### src/rtl/riscv_pkg.sv
// Shared RISC-V core definitions: datapath widths, ALU op codes, load/store
// funct3 codes and the EX/MEM pipeline payload.
package riscv_pkg;

  localparam int unsigned XLEN = 32;
  localparam int unsigned RA_W = 5;

  typedef enum logic [3:0] {
    ADD  = 4'b0000,
    SUB  = 4'b0001,
    SLL  = 4'b0010,
    SLT  = 4'b0011,
    SLTU = 4'b0100,
    XOR  = 4'b0101,
    SRL  = 4'b0110,
    SRA  = 4'b0111,
    OR   = 4'b1000,
    AND  = 4'b1001
  } alu_op_t;

  localparam logic [2:0] F3_LB  = 3'b000;
  localparam logic [2:0] F3_LH  = 3'b001;
  localparam logic [2:0] F3_LW  = 3'b010;
  localparam logic [2:0] F3_LBU = 3'b100;
  localparam logic [2:0] F3_LHU = 3'b101;
  localparam logic [2:0] F3_SB  = 3'b000;
  localparam logic [2:0] F3_SH  = 3'b001;
  localparam logic [2:0] F3_SW  = 3'b010;

  typedef enum logic {
    TRAP_IDLE    = 1'b0,
    TRAP_PENDING = 1'b1
  } trap_state_t;

  typedef struct packed {
    logic            valid;
    logic            reg_write;
    logic            mem_read;
    logic            mem_write;
    logic            zero;
    logic            carry;
    logic [RA_W-1:0] rd;
    logic [2:0]      funct3;
    logic [XLEN-1:0] result;
    logic [XLEN-1:0] store_data;
    logic [XLEN-1:0] pc;
  } ex_mem_t;

endpackage

### src/rtl/ex_mem_reg_if.sv
// EX->MEM bundle: execute-stage inputs, registered memory-stage outputs,
// forwarding source and overflow-trap status.
interface ex_mem_reg_if #(
  parameter int unsigned XLEN = riscv_pkg::XLEN,
  parameter int unsigned RA_W = riscv_pkg::RA_W
);

  logic            ex_valid_i;
  logic [XLEN-1:0] ex_result_i;
  logic            ex_zero_i;
  logic            ex_carry_i;
  logic            ex_overflow_i;
  logic [RA_W-1:0] ex_rd_i;
  logic            ex_reg_write_i;
  logic            ex_mem_read_i;
  logic            ex_mem_write_i;
  logic [XLEN-1:0] ex_store_data_i;
  logic [2:0]      ex_funct3_i;
  logic [XLEN-1:0] ex_pc_i;
  logic            ex_ovf_trap_en_i;

  logic            mem_valid_o;
  logic            mem_reg_write_o;
  logic            mem_mem_read_o;
  logic            mem_mem_write_o;
  logic [XLEN-1:0] mem_result_o;
  logic [XLEN-1:0] mem_store_data_o;
  logic [XLEN-1:0] mem_pc_o;
  logic            mem_zero_o;
  logic            mem_carry_o;
  logic [RA_W-1:0] mem_rd_o;
  logic [2:0]      mem_funct3_o;

  logic            fwd_valid_o;
  logic [RA_W-1:0] fwd_rd_o;
  logic [XLEN-1:0] fwd_data_o;

  logic            trap_pending_o;
  logic [XLEN-1:0] trap_pc_o;

  modport master (
    output ex_valid_i, ex_result_i, ex_zero_i, ex_carry_i, ex_overflow_i,
           ex_rd_i, ex_reg_write_i, ex_mem_read_i, ex_mem_write_i,
           ex_store_data_i, ex_funct3_i, ex_pc_i, ex_ovf_trap_en_i,
    input  mem_valid_o, mem_reg_write_o, mem_mem_read_o, mem_mem_write_o,
           mem_result_o, mem_store_data_o, mem_pc_o, mem_zero_o, mem_carry_o,
           mem_rd_o, mem_funct3_o, fwd_valid_o, fwd_rd_o, fwd_data_o,
           trap_pending_o, trap_pc_o
  );

  modport slave (
    input  ex_valid_i, ex_result_i, ex_zero_i, ex_carry_i, ex_overflow_i,
           ex_rd_i, ex_reg_write_i, ex_mem_read_i, ex_mem_write_i,
           ex_store_data_i, ex_funct3_i, ex_pc_i, ex_ovf_trap_en_i,
    output mem_valid_o, mem_reg_write_o, mem_mem_read_o, mem_mem_write_o,
           mem_result_o, mem_store_data_o, mem_pc_o, mem_zero_o, mem_carry_o,
           mem_rd_o, mem_funct3_o, fwd_valid_o, fwd_rd_o, fwd_data_o,
           trap_pending_o, trap_pc_o
  );

endinterface

### src/rtl/ex_mem_reg_ovf_trap_latch.sv
// Sticky overflow-trap latch: holds the PC of the first unacknowledged trap;
// a new trap arriving with the acknowledge replaces it.
module ovf_trap_latch #(
  parameter int unsigned XLEN = riscv_pkg::XLEN
) (
  input  logic            clk,
  input  logic            rst_n,
  input  logic            set_i,
  input  logic [XLEN-1:0] set_pc_i,
  input  logic            ack_i,
  output logic            pending_o,
  output logic [XLEN-1:0] pc_o
);
  import riscv_pkg::*;

  trap_state_t     state_q, state_d;
  logic [XLEN-1:0] pc_q, pc_d;

  always_ff @(posedge clk) begin
    if (!rst_n) begin
      state_q <= TRAP_IDLE;
      pc_q    <= '0;
    end else begin
      state_q <= state_d;
      pc_q    <= pc_d;
    end
  end

  // Set beats ack; a set while still pending keeps the first PC.
  always_comb begin
    state_d = state_q;
    pc_d    = pc_q;
    if (set_i && (state_q == TRAP_IDLE || ack_i)) begin
      state_d = TRAP_PENDING;
      pc_d    = set_pc_i;
    end else if (ack_i) begin
      state_d = TRAP_IDLE;
    end
  end

  assign pending_o = (state_q == TRAP_PENDING);
  assign pc_o      = pc_q;

endmodule

### src/rtl/ex_mem_reg.sv
// EX/MEM pipeline register with stall/flush, write suppression for trapping
// ops, EX/MEM forwarding source and overflow-trap latch.
module ex_mem_reg #(
  parameter int unsigned XLEN = riscv_pkg::XLEN,
  parameter int unsigned RA_W = riscv_pkg::RA_W
) (
  input  logic            clk,
  input  logic            rst_n,
  input  logic            stall_i,
  input  logic            flush_i,
  input  logic            trap_ack_i,
  ex_mem_reg_if.slave     bus
);
  import riscv_pkg::*;

  ex_mem_t cur_q, nxt;
  logic    capture;
  logic    trap_hit;

  assign capture  = !flush_i && !stall_i;
  assign trap_hit = capture && bus.ex_valid_i && bus.ex_ovf_trap_en_i
                    && bus.ex_overflow_i;

  always_comb begin
    nxt = cur_q;
    if (flush_i) begin
      nxt.valid     = 1'b0;
      nxt.reg_write = 1'b0;
      nxt.mem_read  = 1'b0;
      nxt.mem_write = 1'b0;
    end else if (!stall_i) begin
      nxt.valid      = bus.ex_valid_i;
      // Trapping op still flows to MEM but must not change architectural state.
      nxt.reg_write  = bus.ex_valid_i && bus.ex_reg_write_i
                       && (bus.ex_rd_i != RA_W'(0)) && !trap_hit;
      nxt.mem_read   = bus.ex_valid_i && bus.ex_mem_read_i;
      nxt.mem_write  = bus.ex_valid_i && bus.ex_mem_write_i && !trap_hit;
      nxt.zero       = bus.ex_zero_i;
      nxt.carry      = bus.ex_carry_i;
      nxt.rd         = bus.ex_rd_i;
      nxt.funct3     = bus.ex_funct3_i;
      nxt.result     = bus.ex_result_i;
      nxt.store_data = bus.ex_store_data_i;
      nxt.pc         = bus.ex_pc_i;
    end
  end

  always_ff @(posedge clk) begin
    if (!rst_n) cur_q <= '0;
    else        cur_q <= nxt;
  end

  ovf_trap_latch #(.XLEN(XLEN)) u_trap (
    .clk       (clk),
    .rst_n     (rst_n),
    .set_i     (trap_hit),
    .set_pc_i  (bus.ex_pc_i),
    .ack_i     (trap_ack_i),
    .pending_o (bus.trap_pending_o),
    .pc_o      (bus.trap_pc_o)
  );

  assign bus.mem_valid_o      = cur_q.valid;
  assign bus.mem_reg_write_o  = cur_q.reg_write;
  assign bus.mem_mem_read_o   = cur_q.mem_read;
  assign bus.mem_mem_write_o  = cur_q.mem_write;
  assign bus.mem_zero_o       = cur_q.zero;
  assign bus.mem_carry_o      = cur_q.carry;
  assign bus.mem_rd_o         = cur_q.rd;
  assign bus.mem_funct3_o     = cur_q.funct3;
  assign bus.mem_result_o     = cur_q.result;
  assign bus.mem_store_data_o = cur_q.store_data;
  assign bus.mem_pc_o         = cur_q.pc;

  // Loads are not forwarded from here: their data only exists after MEM.
  assign bus.fwd_valid_o = cur_q.valid && cur_q.reg_write && !cur_q.mem_read
                           && (cur_q.rd != RA_W'(0));
  assign bus.fwd_rd_o    = cur_q.rd;
  assign bus.fwd_data_o  = cur_q.result;

endmodule

### src/flat_wrapper.sv
// flat-port wrapper written by rule: the top's interface ports become plain ports
module ex_mem_reg_flat import riscv_pkg::*;
#(
  parameter int unsigned XLEN = riscv_pkg::XLEN,
  parameter int unsigned RA_W = riscv_pkg::RA_W
)
  (clk, rst_n, stall_i, flush_i, trap_ack_i, bus_ex_valid_i, bus_ex_result_i, bus_ex_zero_i, bus_ex_carry_i, bus_ex_overflow_i, bus_ex_rd_i, bus_ex_reg_write_i, bus_ex_mem_read_i, bus_ex_mem_write_i, bus_ex_store_data_i, bus_ex_funct3_i, bus_ex_pc_i, bus_ex_ovf_trap_en_i, bus_mem_valid_o, bus_mem_reg_write_o, bus_mem_mem_read_o, bus_mem_mem_write_o, bus_mem_result_o, bus_mem_store_data_o, bus_mem_pc_o, bus_mem_zero_o, bus_mem_carry_o, bus_mem_rd_o, bus_mem_funct3_o, bus_fwd_valid_o, bus_fwd_rd_o, bus_fwd_data_o, bus_trap_pending_o, bus_trap_pc_o);
  ex_mem_reg_if #(.XLEN(XLEN), .RA_W(RA_W)) bus_i ();
  input  logic clk;
  input  logic rst_n;
  input  logic stall_i;
  input  logic flush_i;
  input  logic trap_ack_i;
  input wire logic [$bits(bus_i.ex_valid_i)-1:0] bus_ex_valid_i;
  input wire logic [$bits(bus_i.ex_result_i)-1:0] bus_ex_result_i;
  input wire logic [$bits(bus_i.ex_zero_i)-1:0] bus_ex_zero_i;
  input wire logic [$bits(bus_i.ex_carry_i)-1:0] bus_ex_carry_i;
  input wire logic [$bits(bus_i.ex_overflow_i)-1:0] bus_ex_overflow_i;
  input wire logic [$bits(bus_i.ex_rd_i)-1:0] bus_ex_rd_i;
  input wire logic [$bits(bus_i.ex_reg_write_i)-1:0] bus_ex_reg_write_i;
  input wire logic [$bits(bus_i.ex_mem_read_i)-1:0] bus_ex_mem_read_i;
  input wire logic [$bits(bus_i.ex_mem_write_i)-1:0] bus_ex_mem_write_i;
  input wire logic [$bits(bus_i.ex_store_data_i)-1:0] bus_ex_store_data_i;
  input wire logic [$bits(bus_i.ex_funct3_i)-1:0] bus_ex_funct3_i;
  input wire logic [$bits(bus_i.ex_pc_i)-1:0] bus_ex_pc_i;
  input wire logic [$bits(bus_i.ex_ovf_trap_en_i)-1:0] bus_ex_ovf_trap_en_i;
  output wire logic [$bits(bus_i.mem_valid_o)-1:0] bus_mem_valid_o;
  output wire logic [$bits(bus_i.mem_reg_write_o)-1:0] bus_mem_reg_write_o;
  output wire logic [$bits(bus_i.mem_mem_read_o)-1:0] bus_mem_mem_read_o;
  output wire logic [$bits(bus_i.mem_mem_write_o)-1:0] bus_mem_mem_write_o;
  output wire logic [$bits(bus_i.mem_result_o)-1:0] bus_mem_result_o;
  output wire logic [$bits(bus_i.mem_store_data_o)-1:0] bus_mem_store_data_o;
  output wire logic [$bits(bus_i.mem_pc_o)-1:0] bus_mem_pc_o;
  output wire logic [$bits(bus_i.mem_zero_o)-1:0] bus_mem_zero_o;
  output wire logic [$bits(bus_i.mem_carry_o)-1:0] bus_mem_carry_o;
  output wire logic [$bits(bus_i.mem_rd_o)-1:0] bus_mem_rd_o;
  output wire logic [$bits(bus_i.mem_funct3_o)-1:0] bus_mem_funct3_o;
  output wire logic [$bits(bus_i.fwd_valid_o)-1:0] bus_fwd_valid_o;
  output wire logic [$bits(bus_i.fwd_rd_o)-1:0] bus_fwd_rd_o;
  output wire logic [$bits(bus_i.fwd_data_o)-1:0] bus_fwd_data_o;
  output wire logic [$bits(bus_i.trap_pending_o)-1:0] bus_trap_pending_o;
  output wire logic [$bits(bus_i.trap_pc_o)-1:0] bus_trap_pc_o;
  assign bus_i.ex_valid_i = bus_ex_valid_i;
  assign bus_i.ex_result_i = bus_ex_result_i;
  assign bus_i.ex_zero_i = bus_ex_zero_i;
  assign bus_i.ex_carry_i = bus_ex_carry_i;
  assign bus_i.ex_overflow_i = bus_ex_overflow_i;
  assign bus_i.ex_rd_i = bus_ex_rd_i;
  assign bus_i.ex_reg_write_i = bus_ex_reg_write_i;
  assign bus_i.ex_mem_read_i = bus_ex_mem_read_i;
  assign bus_i.ex_mem_write_i = bus_ex_mem_write_i;
  assign bus_i.ex_store_data_i = bus_ex_store_data_i;
  assign bus_i.ex_funct3_i = bus_ex_funct3_i;
  assign bus_i.ex_pc_i = bus_ex_pc_i;
  assign bus_i.ex_ovf_trap_en_i = bus_ex_ovf_trap_en_i;
  assign bus_mem_valid_o = bus_i.mem_valid_o;
  assign bus_mem_reg_write_o = bus_i.mem_reg_write_o;
  assign bus_mem_mem_read_o = bus_i.mem_mem_read_o;
  assign bus_mem_mem_write_o = bus_i.mem_mem_write_o;
  assign bus_mem_result_o = bus_i.mem_result_o;
  assign bus_mem_store_data_o = bus_i.mem_store_data_o;
  assign bus_mem_pc_o = bus_i.mem_pc_o;
  assign bus_mem_zero_o = bus_i.mem_zero_o;
  assign bus_mem_carry_o = bus_i.mem_carry_o;
  assign bus_mem_rd_o = bus_i.mem_rd_o;
  assign bus_mem_funct3_o = bus_i.mem_funct3_o;
  assign bus_fwd_valid_o = bus_i.fwd_valid_o;
  assign bus_fwd_rd_o = bus_i.fwd_rd_o;
  assign bus_fwd_data_o = bus_i.fwd_data_o;
  assign bus_trap_pending_o = bus_i.trap_pending_o;
  assign bus_trap_pc_o = bus_i.trap_pc_o;
  ex_mem_reg #(.XLEN(XLEN), .RA_W(RA_W)) u_core (.clk(clk), .rst_n(rst_n), .stall_i(stall_i), .flush_i(flush_i), .trap_ack_i(trap_ack_i), .bus(bus_i));
endmodule
### config.mk
export PLATFORM = sky130hd
export DESIGN_NAME = ex_mem_reg_flat
export DESIGN_NICKNAME = d
export VERILOG_FILES = /design/src/rtl/riscv_pkg.sv /design/src/rtl/ex_mem_reg_if.sv /design/src/rtl/ex_mem_reg_ovf_trap_latch.sv /design/src/rtl/ex_mem_reg.sv /design/src/flat_wrapper.sv
export SDC_FILE = /design/constraint.sdc
export NUM_CORES = 1
export LEC_CHECK = 0
export CORE_ASPECT_RATIO = 1.25
export CORE_UTILIZATION = 30
export DETAILED_ROUTE_END_ITERATION = 10
export GPL_TIMING_DRIVEN = 0
export PLACE_DENSITY = 0.66
export SYNTH_ARGS = -nofsm -noshare
export SYNTH_HDL_FRONTEND = slang
export SYNTH_SLANG_ARGS = --single-unit
### constraint.sdc
create_clock -name clk -period 1.4 [get_ports clk]
set_clock_uncertainty 0.2 [all_clocks]
set_input_delay 0.21 -clock clk [delete_from_list [all_inputs] [get_ports clk]]
set_output_delay 0.21 -clock clk [all_outputs]
set_load 0.02 [all_outputs]
After elaboration in Yosys (flattened, before gate mapping)

Cells that the tools add are included.

Word-level logic and storage cells: 43
Output and inout bits: 181
Flip-flop bits (word level): 143
Bits of input ports: 117

Reduce and logical (&&, ||, !) cells: 24
Bitwise gates (word level): 4
Multiplexer cells: 2

Operators with widths:

| cell                | count |
|---|---|
| $logic_and A1 B1 Y1 | 14 |
| $reduce_bool A5 Y1  | 2 |
| $logic_not A1 Y1    | 4 |
| $not A1 Y1          | 4 |
| $mux W1             | 2 |
| $reduce_and A2 Y1   | 1 |
| $reduce_bool A2 Y1  | 1 |
| $reduce_or A2 Y1    | 1 |
| $logic_or A1 B1 Y1  | 1 |

Depth between registers and ports, before layout

Word-level depth: 7
Mapped depth: 7

Cells and area by module

Synthesis repeated with hierarchy kept, for this count alone.

Cell total of the unflattened synthesis: 664
Area total of the unflattened synthesis: 5809.3 um^2

By module, submodules not included:

| module         | instances | cells each | area each (um^2) | sequential area each (um^2) |
|---|---|---|---|---|
| ex_mem_reg     | 1         | 521        | 4453.0           | 2202.1 |
| ovf_trap_latch | 1         | 143        | 1356.3           | 660.6 |

Worst setup path before layout

Ideal clock, no wire load.

Kind: flip-flop to output port
Start point: register u_core.cur_q (netlist bit u_core.bus.fwd_rd_o[1])
End point: output bus_fwd_valid_o
Cell stages (with the launch flop): 4
Setup slack: -145 ps
Arrival: 1135 ps
Data required time: 990 ps
Cells stage by stage: dfxtp_1 -> or4_1 -> nor2_1 -> nor3_1

Word-level cells in the longest chain between the ends: 2

Ends and longest elaborated chain:

| item                   | RTL line           | source |
|---|---|---|
| start, declared        | ex_mem_reg.sv:16   | `ex_mem_t cur_q, nxt;` |
| start signal, assigned | ex_mem_reg.sv:50   | `else cur_q <= nxt;` |
| $reduce_bool A5 Y1     | ex_mem_reg.sv:77   | `&& (cur_q.rd != RA_W'(0));` |
| $logic_and A1 B1 Y1    | ex_mem_reg.sv:77   |  |
| end, declared          | flat_wrapper.sv:38 | `output wire logic [$bits(bus_i.fwd_valid_o)-1:0] bus_fwd_valid_o;` |

Every way passes these cells.

Worst setup path in the final report

Start point: register u_core.cur_q (netlist bit u_core.bus.fwd_rd_o[0])
End point: output bus_fwd_valid_o

The elaborated chain is that of the path after synthesis.

==> reports/qor.csv <==
stage,metric,value,unit
run_status,status,"finished, violations left",
run_status,violations,"design-rule violations, negative setup slack",
worst_setup_path,cpMaxStageDelayCell,or4_4,
worst_setup_path,critPathMaxFanout,2,
pwr,p_leak,0.00401,uW
worst_setup_path,arrival,1.61,ns
synthesis,synthTopCellsByArea,"dfxtp_1 50%, nand2_1 18%, a21boi_1 14%",
routing,ant_nets,0,
cells_and_area,final_cell_count_no_fill,1215,
sta,rsz0062_at_grt,yes,
cells_and_area,multi_input_comb_area,2370,um2
routing,wl_per_cell,15.9,um
sta,maxSlewViolCount,0,
global_route,grt_max_degree,17,
clock_tree,cts_root_buf,clkbuf_16,
clock_tree,numCtsBuffers,17,
placed_design,placed_cells,1192,
sta,post-route-min-period,2.02,ns
clock_tree,cts.clk_slew.worst_paths,0.06,ns
global_route,grt-ovfl-total,0,
clock_tree,cts_tree,yes,
placed_design,gp_congestion,0.748,
sta,slew_headroom,59.9,%
sta,setup_viol,8,
worst_setup_path,criticalPathCategory,flop to output pin,
worst_setup_path,cp_data_required_time,0.99,ns
sta,hold_viol,0,
synthesis,synth_cell_type_count,25,
routing,drt_iter0_drc,204,
pwr,ir_drop,0.000728,V
pwr,power_density,1120,nW/um2
synthesis,avgSynthCellArea,8.59,um2
synthesis,synth-edff-count,0,
cells_and_area,fillCellCount,1889,
die,rows,56,
sta,max_freq,495,MHz
die,core,18700,um2
cells_and_area,areaGrowthSynthToFinish,60.0,%
cells_and_area,drive_gt1_share,32.6,%
cells_and_area,layout_common_cells,"279 x nand2_1, 143 x buf_2, 109 x clkdlybuf4s50_1",
global_route,grt_pass1_vias,5587,
cells_and_area,layout_commonest_cell,nand2_1,
synthesis,synth_top_area_share,50.1,%
clock_tree,clockBufferDepth,2,
worst_setup_path,crit_chain,or4_4 > nor2_4 > nor3_2 > buf_4,
cells_and_area,final-seq-area,2930,um2
synthesis,synth-seq-cells,143,
synthesis,syn_area,5710,um2
sta,fin_ws,-0.619,ns
placed_design,portBuffers,295,
routing,detail_route.first_pass.iterations,8,
die,die_h,156,um
global_route,grt_use_total,19.8,%
clock_tree,clk_latency,0.41,ns
synthesis,ys_seq_area_share,50.1,%
worst_hold_path,hold_class,primary input to flop,
synthesis,yosys_warnings,0,
worst_setup_path,critPathTopFamily,simple AND/OR/NAND/NOR gates,
synthesis,synth_nets,782,
die,die_w,125,um
synthesis,async_reset_ff_share,0,%
global_route,antenna_found_initial,1,
die,die_area,19600,um2
routing,drc_errors,19,
die,initial_utilization,30.5,%
synthesis,synth_ff_type,dfxtp_1,
global_route,grt_pass1_wl,29800,um
synthesis,synthCells,665,
routing,vias,5458,
worst_setup_path,max_stage_delay,0.55,ns
worst_setup_path,crit_path_end_kind,output pin,
cells_and_area,layout.nets,1087,
sta,period_share,144,%
routing,via_per_inst,4.49,
clock_tree,htreeDepth,4,
synthesis,synth_top_area_cell,dfxtp_1,
sta,worst_slew_pin_slew,0.602,ns
routing,drt_wl_total,19300,um
placed_design,placed_area,8970,um2
placed_design,hpwl,14300,um
clock_tree,cts_sinks,143,
worst_setup_path,cp-start-kind,flop,
cells_and_area,final_area,9130,um2
flow_run,cap_violations,0,
worst_setup_path,crit_buf_inv,1,
die,pin_count,298,
[Yosys cell counts, drive strengths merged (2+ instances only)]
library cell  count
nand2           279
dfxtp           143
a21boi          106
buf              62
mux2i            32
clkbuf           21
nor2              5
nand2b            2
nand3b            2
nor2b             2
nor3              2
or4               2
[repair_timing]
item                                    4_1_cts  5_1_grt
hold endpoints to repair                      4        1
endpoints found under the setup margin      319      105
setup buffers                                14        6
pin swaps                                     8        3
resized for setup                           879       59
cloned                                        1        2
hold buffers                                  1        1
[where the power goes]
part | internal (uW) | leakage [uW] | switching [uW] | total [uW]
clock | 2630 | 0.000266 | 1780 | 4400
combinational | 753 | 0.00256 | 767 | 1520
sequential | 4230 | 0.00118 | 99.2 | 4330
total | 7610 | 0.00401 | 2640 | 10300
[registers in the layout, summed over array words and instances (netlist names)]
signal	cells
u_core.bus.mem_pc_o	32
u_core.bus.mem_carry_o	1
u_core.bus.mem_reg_write_o	1
u_core.bus.fwd_data_o	32
u_core.u_trap.pc_o	32
u_core.u_trap.pending_o	1
u_core.bus.mem_valid_o	1
u_core.bus.mem_funct3_o	3
u_core.bus.fwd_rd_o	5
u_core.bus.mem_mem_read_o	1
u_core.bus.mem_zero_o	1
u_core.bus.mem_mem_write_o	1
u_core.bus.mem_store_data_o	32
[cells by family (layout without fill, tap and decap cells)]
| logic type | count (synthesis) | in the layout | share of synthesized area (%) |
|---|---|---|---|
| and+or+nand+nor | 295 | 295 | 20.5 |
| muxes | 32 | 32 | 5.61 |
| other | 0 | 1 | 0 |
| AOI/OAI and AO/OA | 112 | 112 | 14.6 |
| buffers and inverters | 83 | 400 | 9.09 |
| DFF | 143 | 143 | 50.1 |
[final timing paths]
kind | startpoint | end | slack [ns] | depth (start not counted)
worst min-delay path | stall_i | u_core.bus.fwd_data_o[13]$_SDFFE_PN0N_ | 0.02 | 5
worst max-delay path | u_core.bus.fwd_rd_o[0]$_SDFFE_PN0N_ | bus_fwd_valid_o | -0.62 | 4
worst min register to register | u_core.bus.mem_store_data_o[4]$_SDFFE_PN0N_ | u_core.bus.mem_store_data_o[4]$_SDFFE_PN0N_ | 0.25 | 2
worst max register to register | u_core.u_trap.pending_o$_SDFFE_PN0P_ | u_core.u_trap.pc_o[25]$_SDFFE_PN0P_ | 0.03 | 5
[area by class of cell]
type | count | area share [%]
sequential | 143 | 32.0
timing repair buffer | 316 | 28.4
multi-input combinational | 439 | 26.0
clock buffer | 19 | 4.74
buffer | 53 | 4.18
tap | 232 | 3.18
clock inverter | 12 | 1.52
antenna | 1 | 0.0274
[routing by layer]
layer  vias up  GRT usage, %  part of all wire (%)
li1       2702             -                     -
met5         -             0                     0
met1      2515          20.6                    39
met2       219          36.8                    51
met3        22          6.80                   8.1
met4         0          7.38                   1.9
[tightest hold or removal path, cell delays in order]
cell	delay, ns
buf_6	0.09
nor2_4	0.04
buf_12	0.14
nand2_1	0.06
a21boi_1	0.05
[metrics by stage]
| stage | utilization (%) | hold slack (ns) | setup WS [ns] | TNS [ns] | total power [uW] |
|---|---|---|---|---|---|
| 2_1_floorplan | - | 0.137 | -0.0674 | -0.0674 | 5120 |
| 3_3_place_gp | 47.9 | 0.240 | -0.820 | -93.42 | 6020 |
| 3_5_place_dp | 47.9 | 0.244 | -0.835 | -97.46 | 6030 |
| 4_1_cts | 49.1 | 0.0157 | -0.675 | -11.78 | 10400 |
| 5_1_grt | 48.8 | 0.0134 | -0.661 | -2.02 | 10700 |
| 6_report | 48.8 | 0.0229 | -0.619 | -1.03 | 10300 |
Note: power is estimated with default switching activity, not from simulation.
==> patch 1 (config.mk and constraints unchanged) <==
Change the package constant `XLEN` from 32 to 48.
--- a/src/rtl/riscv_pkg.sv
+++ b/src/rtl/riscv_pkg.sv
@@ -4,3 +4,3 @@
 
-  localparam int unsigned XLEN = 32;
+  localparam int unsigned XLEN = 48;
   localparam int unsigned RA_W = 5;
Interface: changed (8 resized); port bits go from 298 to 426. No check against the original RTL was run, so the function may have changed too.
==> patch 1 against the original RTL <==
The flow finishes with violations (negative setup slack); die area increased by 44%; routed wire length increased by 60%; synthesized cell count increased by 44%; power grew 47%; clock power is 43% higher; count of clock-buffer cells in the layout rose by 12; sequential cell count is 64 higher; register-to-register slack got worse by 180 ps; critical path depth unchanged; area after synthesis grew 44%; combinational power is 66% higher; final area is 65% higher; worst setup slack worse by 43 ps.
==> patch 1: results (changes against the original RTL) <==
outcome finished, violations left (unchanged); failing checks negative setup slack (was design-rule violations, negative setup slack); nets 1613 (was 1087); FILL cells 2433 (was 1889); Setup violations, final 123 (was 8); layout cells sized above 1 44.2% (was 32.6%); Seq/Total Area, Yosys 50.3% (was 50.1%); min setup slack post-route -662 ps (was -619 ps); 1st-iter DRT viols 183 (was 204); commonest cells in the netlist nand2_1 (407), dfxtp_1 (207), a21boi_0 (123) (was nand2_1 (279), dfxtp_1 (143), a21boi_1 (106)); Final Util 56.1% (was 48.8%); main area contributors after synthesis dfxtp_1 (50%), nand2_1 (19%), a21boi_0 (11%) (was dfxtp_1 (50%), nand2_1 (18%), a21boi_1 (14%)); number of buffers created by CTS 23 (was 17); drt via density 4.52 (was 4.49); highest ir drop seen on vdd 0.709 mV (was 0.728 mV); slew margin rel. 66.8% (was 59.9%); H-Tree Depth 1 (was 4); net count after synthesis 1123 (was 782); vias in the first global route 8430 (was 5587); Netlist cell types 27 (was 25); routed len/inst 17.1 um (was 15.9 um); DRT Pass-1 Iters 4 (was 8); number of port buffers 423 (was 295); routed wire length on met3 2540 um (was 1570 um); Placed Area 12900 um2 (was 8970 um2)
## patch 1: area by class of cell
type | instances | share of cell area [%]
multi-input cells | 631 | 22.3
well taps | 345 | 2.86
plain buffers | 103 | 5.56
clock buffers | 31 | 4.28
flip-flops and latches | 207 | 29.7
repair buffers | 482 | 34.5
clock inverters | 9 | 0.862
## patch 1: worst register-to-register path, cell delays in order, from the launching register on
cell	delay [ps]
dfxtp_2	330
nor2b_4	140
nor3_4	160
buf_6	170
buf_12	150
buf_8	130
mux2i_1	200
## patch 1: metal layers
| metal | vias to the layer above | global-route usage (%) |
|---|---|---|
| li1 | 3993 | - |
| met1 | 3775 | 21.6 |
| met2 | 345 | 40.2 |
| met3 | 55 | 5.66 |
| met4 | 0 | 7.96 |
| met5 | - | 0 |
## patch 1: kinds of logic (layout without fill, tap and decap cells)
| kind of cell | count (synthesis) | after routing | synth area share, % |
|---|---|---|---|
| DFF | 207 | 207 | 50.3 |
| and+or+nand+nor | 423 | 423 | 20.0 |
| buffers and inverters | 120 | 625 | 9.30 |
| muxes | 48 | 48 | 5.83 |
| AOI/OAI and AO/OA | 160 | 160 | 14.5 |
## patch 1: final timing paths
| check | from | endpoint | cells past startpoint | slack, ps |
|---|---|---|---|---|
| worst min-delay path | bus_ex_result_i[12] | u_core.bus.fwd_data_o[12]$_SDFFE_PN0N_ | 3 | 50 |
| worst max-delay path | u_core.bus.fwd_rd_o[1]$_SDFFE_PN0N_ | bus_fwd_valid_o | 4 | -660 |
| worst min register to register | u_core.bus.mem_pc_o[39]$_SDFFE_PN0N_ | u_core.bus.mem_pc_o[39]$_SDFFE_PN0N_ | 2 | 260 |
| worst max register to register | u_core.u_trap.pending_o$_SDFFE_PN0P_ | u_core.u_trap.pc_o[8]$_SDFFE_PN0P_ | 6 | -150 |
## patch 1: timing repair
action / in CTS / in global routing
hold buffers: 2 / 0
cloned: 2 / 1
hold endpoints to repair: 5 / 0
pin swaps: 5 / 2
endpoints found under the setup margin: 463 / 275
resized for setup: 1772 / 149
buffers inserted: 30 / 28
## patch 1: per-stage QoR
| stage | hold slack (ps) | TNS [ps] | worst slack (ps) | cells |
|---|---|---|---|---|
| 2_1_floorplan | 145 | -707 | -67.4 | 958 |
| 3_3_place_gp | 241 | -153950 | -930 | 1726 |
| 3_5_place_dp | 246 | -154570 | -947 | 1726 |
| 4_1_cts | 32.3 | -22400 | -729 | 1784 |
| 5_1_grt | 49.5 | -17590 | -702 | 1808 |
| 6_report | 49.0 | -11460 | -662 | 1808 |
## patch 1: report_power, final
part           total [uW]  switching [uW]  internal (uW)
logic                2520            1130           1390
registers            6330             202           6130
clock network        6270            2480           3790
==> patch 2 (config.mk and constraints unchanged) <==
Without the edit above. `pc_q` no longer has a reset.
--- a/src/rtl/ex_mem_reg_ovf_trap_latch.sv
+++ b/src/rtl/ex_mem_reg_ovf_trap_latch.sv
@@ -21,7 +21,9 @@
       state_q <= TRAP_IDLE;
-      pc_q    <= '0;
     end else begin
       state_q <= state_d;
-      pc_q    <= pc_d;
     end
+  end
+
+  always_ff @(posedge clk) begin
+    pc_q <= pc_d;
   end
Function: changed (a bounded check fails within 4 cycles, from zero or initial values and one cycle with rst_n low).
==> patch 2 against the original RTL <==
Routed wire length is 8.4% lower; worst setup slack improved by 21 ps; power grew 3.0%; final area decreased by 1.9%; sequential cell count unchanged; register-to-register slack got worse by 110 ps; the run ends with negative setup slack left; global-route usage down 0.82 points; utilization is 2.2 points higher; synthesized cell count is 16% lower; worst hold slack better by 23 ps; area after synthesis fell by 5.4%.
==> patch 2: results (changes against the original RTL) <==
routed wire length on met3 1340 um (was 1570 um); Switching Power 2630 uW (was 2640 uW); DP HPWL 12500 um (was 14300 um); vias 4909 (was 5458); EDFF count, synth 32 (was 0); main area contributors after synthesis dfxtp_1 (41%), edfxtp_1 (18%), nand2_1 (15%) (was dfxtp_1 (50%), nand2_1 (18%), a21boi_1 (14%)); failing checks negative setup slack (was design-rule violations, negative setup slack); # diodes 0 (was 1); routed len/inst 15.9 um (about the same); Setup violations, final 44 (was 8); crit path DAT 1590 ps (was 1610 ps); LEAKAGE 0.00380 uW (was 0.00401 uW); slew margin rel. 71.3% (was 59.9%); first-pass GRT wire length 26600 um (was 29800 um); nets 987 (was 1087); GP Congestion 0.750 (was 0.748); Place WS -1150 ps (was -835 ps); Clk Latency, worst-skew pair 410 ps (about the same); GR met1 Demand/Resource 19.9% (was 20.6%); WL met2 9290 um (was 9830 um); met3 Use GR 5.93% (was 6.80%); met1 wire length 6600 um (was 7500 um); Max FO, Critical Path 3 (was 2); vias in the first global route 4950 (was 5587); reg-to-reg setup timing slack -80 ps (was 30 ps); net count after synthesis 676 (was 782); initial antenna violation count 0 (was 1); highest ir drop seen on vdd 0.639 mV (was 0.728 mV); outcome finished, violations left (unchanged); layout cells sized above 1 35.3% (was 32.6%); min setup slack post-route -598 ps (was -619 ps); DRT Pass-1 Iters 4 (was 8); DR top layer met4 (unchanged); 1st-iter DRT viols 173 (was 204); number of port buffers 295 (unchanged); commonest cells in the netlist nand2_1 (215), dfxtp_1 (111), a21boi_0 (66) (was nand2_1 (279), dfxtp_1 (143), a21boi_1 (106)); Seq/Total Area, Yosys 59.0% (was 50.1%)
[patch 2: cell types whose count changed in the layout (fill, tap and decap cells not counted), sizes merged, moves of 2 or more]
| cell | unedited run | this run |
|---|---|---|
| edfxtp | 0 | 32 |
| nand2 | 279 | 215 |
| clkbuf | 40 | 34 |
| dlygate4sd2 | 3 | 5 |
| mux2i | 32 | 0 |
| clkinvlp | 4 | 2 |
| dfxtp | 143 | 111 |
| inv | 2 | 5 |
[patch 2: logic make-up after synthesis]
group / Yosys count / synth area share (%)
simple gates: 231 / 16.8
buf+inv: 73 / 8.78
compound gates: 112 / 15.5
flops: 143 / 59.0
[patch 2: power groups by stage]
stage          clock, uW  combinational, uW  sequential, uW
5_1_grt             5000               1520            4500
2_1_floorplan          0                459            4750
3_3_place_gp           0               1510            4560
6_report            4670               1420            4470
3_5_place_dp           0               1520            4570
4_1_cts             4790               1460            4470
[patch 2: repair_timing]
| item | CTS | global route |
|---|---|---|
| buffers inserted | 25 | 6 |
| pin swaps | 4 | 3 |
| gates resized for setup | 879 | 44 |
| gates cloned | 2 | 2 |
| endpoints found under the setup margin | 313 | 101 |
| hold endpoints to repair | 4 | 0 |
| hold buffers | 1 | 0 |
[patch 2: worst max-delay path: cells and delay by family (launching register included)]
family	cells	cell delay [ps]
simple gates	3	680
buf+inv	1	150
flops	1	350
[patch 2: path summary, 6_finish.rpt]
| path | start | end | cells past startpoint |
|---|---|---|---|
| worst max register to register | u_core.u_trap.pending_o$_SDFFE_PN0P_ | u_core.u_trap.pc_o[16]$_DFFE_PP_ | 5 |
| worst min-delay path | rst_n | u_core.bus.fwd_rd_o[4]$_SDFFE_PN0N_ | 2 |
| worst max-delay path | u_core.bus.fwd_rd_o[3]$_SDFFE_PN0N_ | bus_fwd_valid_o | 4 |
| worst min register to register | u_core.bus.mem_store_data_o[26]$_SDFFE_PN0N_ | u_core.bus.mem_store_data_o[26]$_SDFFE_PN0N_ | 2 |
[patch 2: per-stage QoR]
step | power, uW | cell area [um2] | setup TNS [ps] | std cells | hold slack [ps]
finish | 10600 | 8960 | -2930 | 1107 | 46.3
global route | 11000 | 8960 | -4310 | 1107 | 64.5
CTS | 10700 | 8980 | -13700 | 1122 | 51.6
detailed placement | 6080 | 8690 | -97960 | 1079 | 244
global placement | 6070 | 8660 | -110520 | 1078 | 240
floorplan | 5200 | 5430 | -16800 | 559 | 109
[patch 2: layout make-up]
class / count / area (um2)
fill: 1708 / 8610
clock buffer: 18 / 429
buffer: 41 / 268
sequential: 143 / 3260
clock inverter: 14 / 181
multi-input combinational: 343 / 1780
timing repair buffer: 324 / 2760
tap: 224 / 280
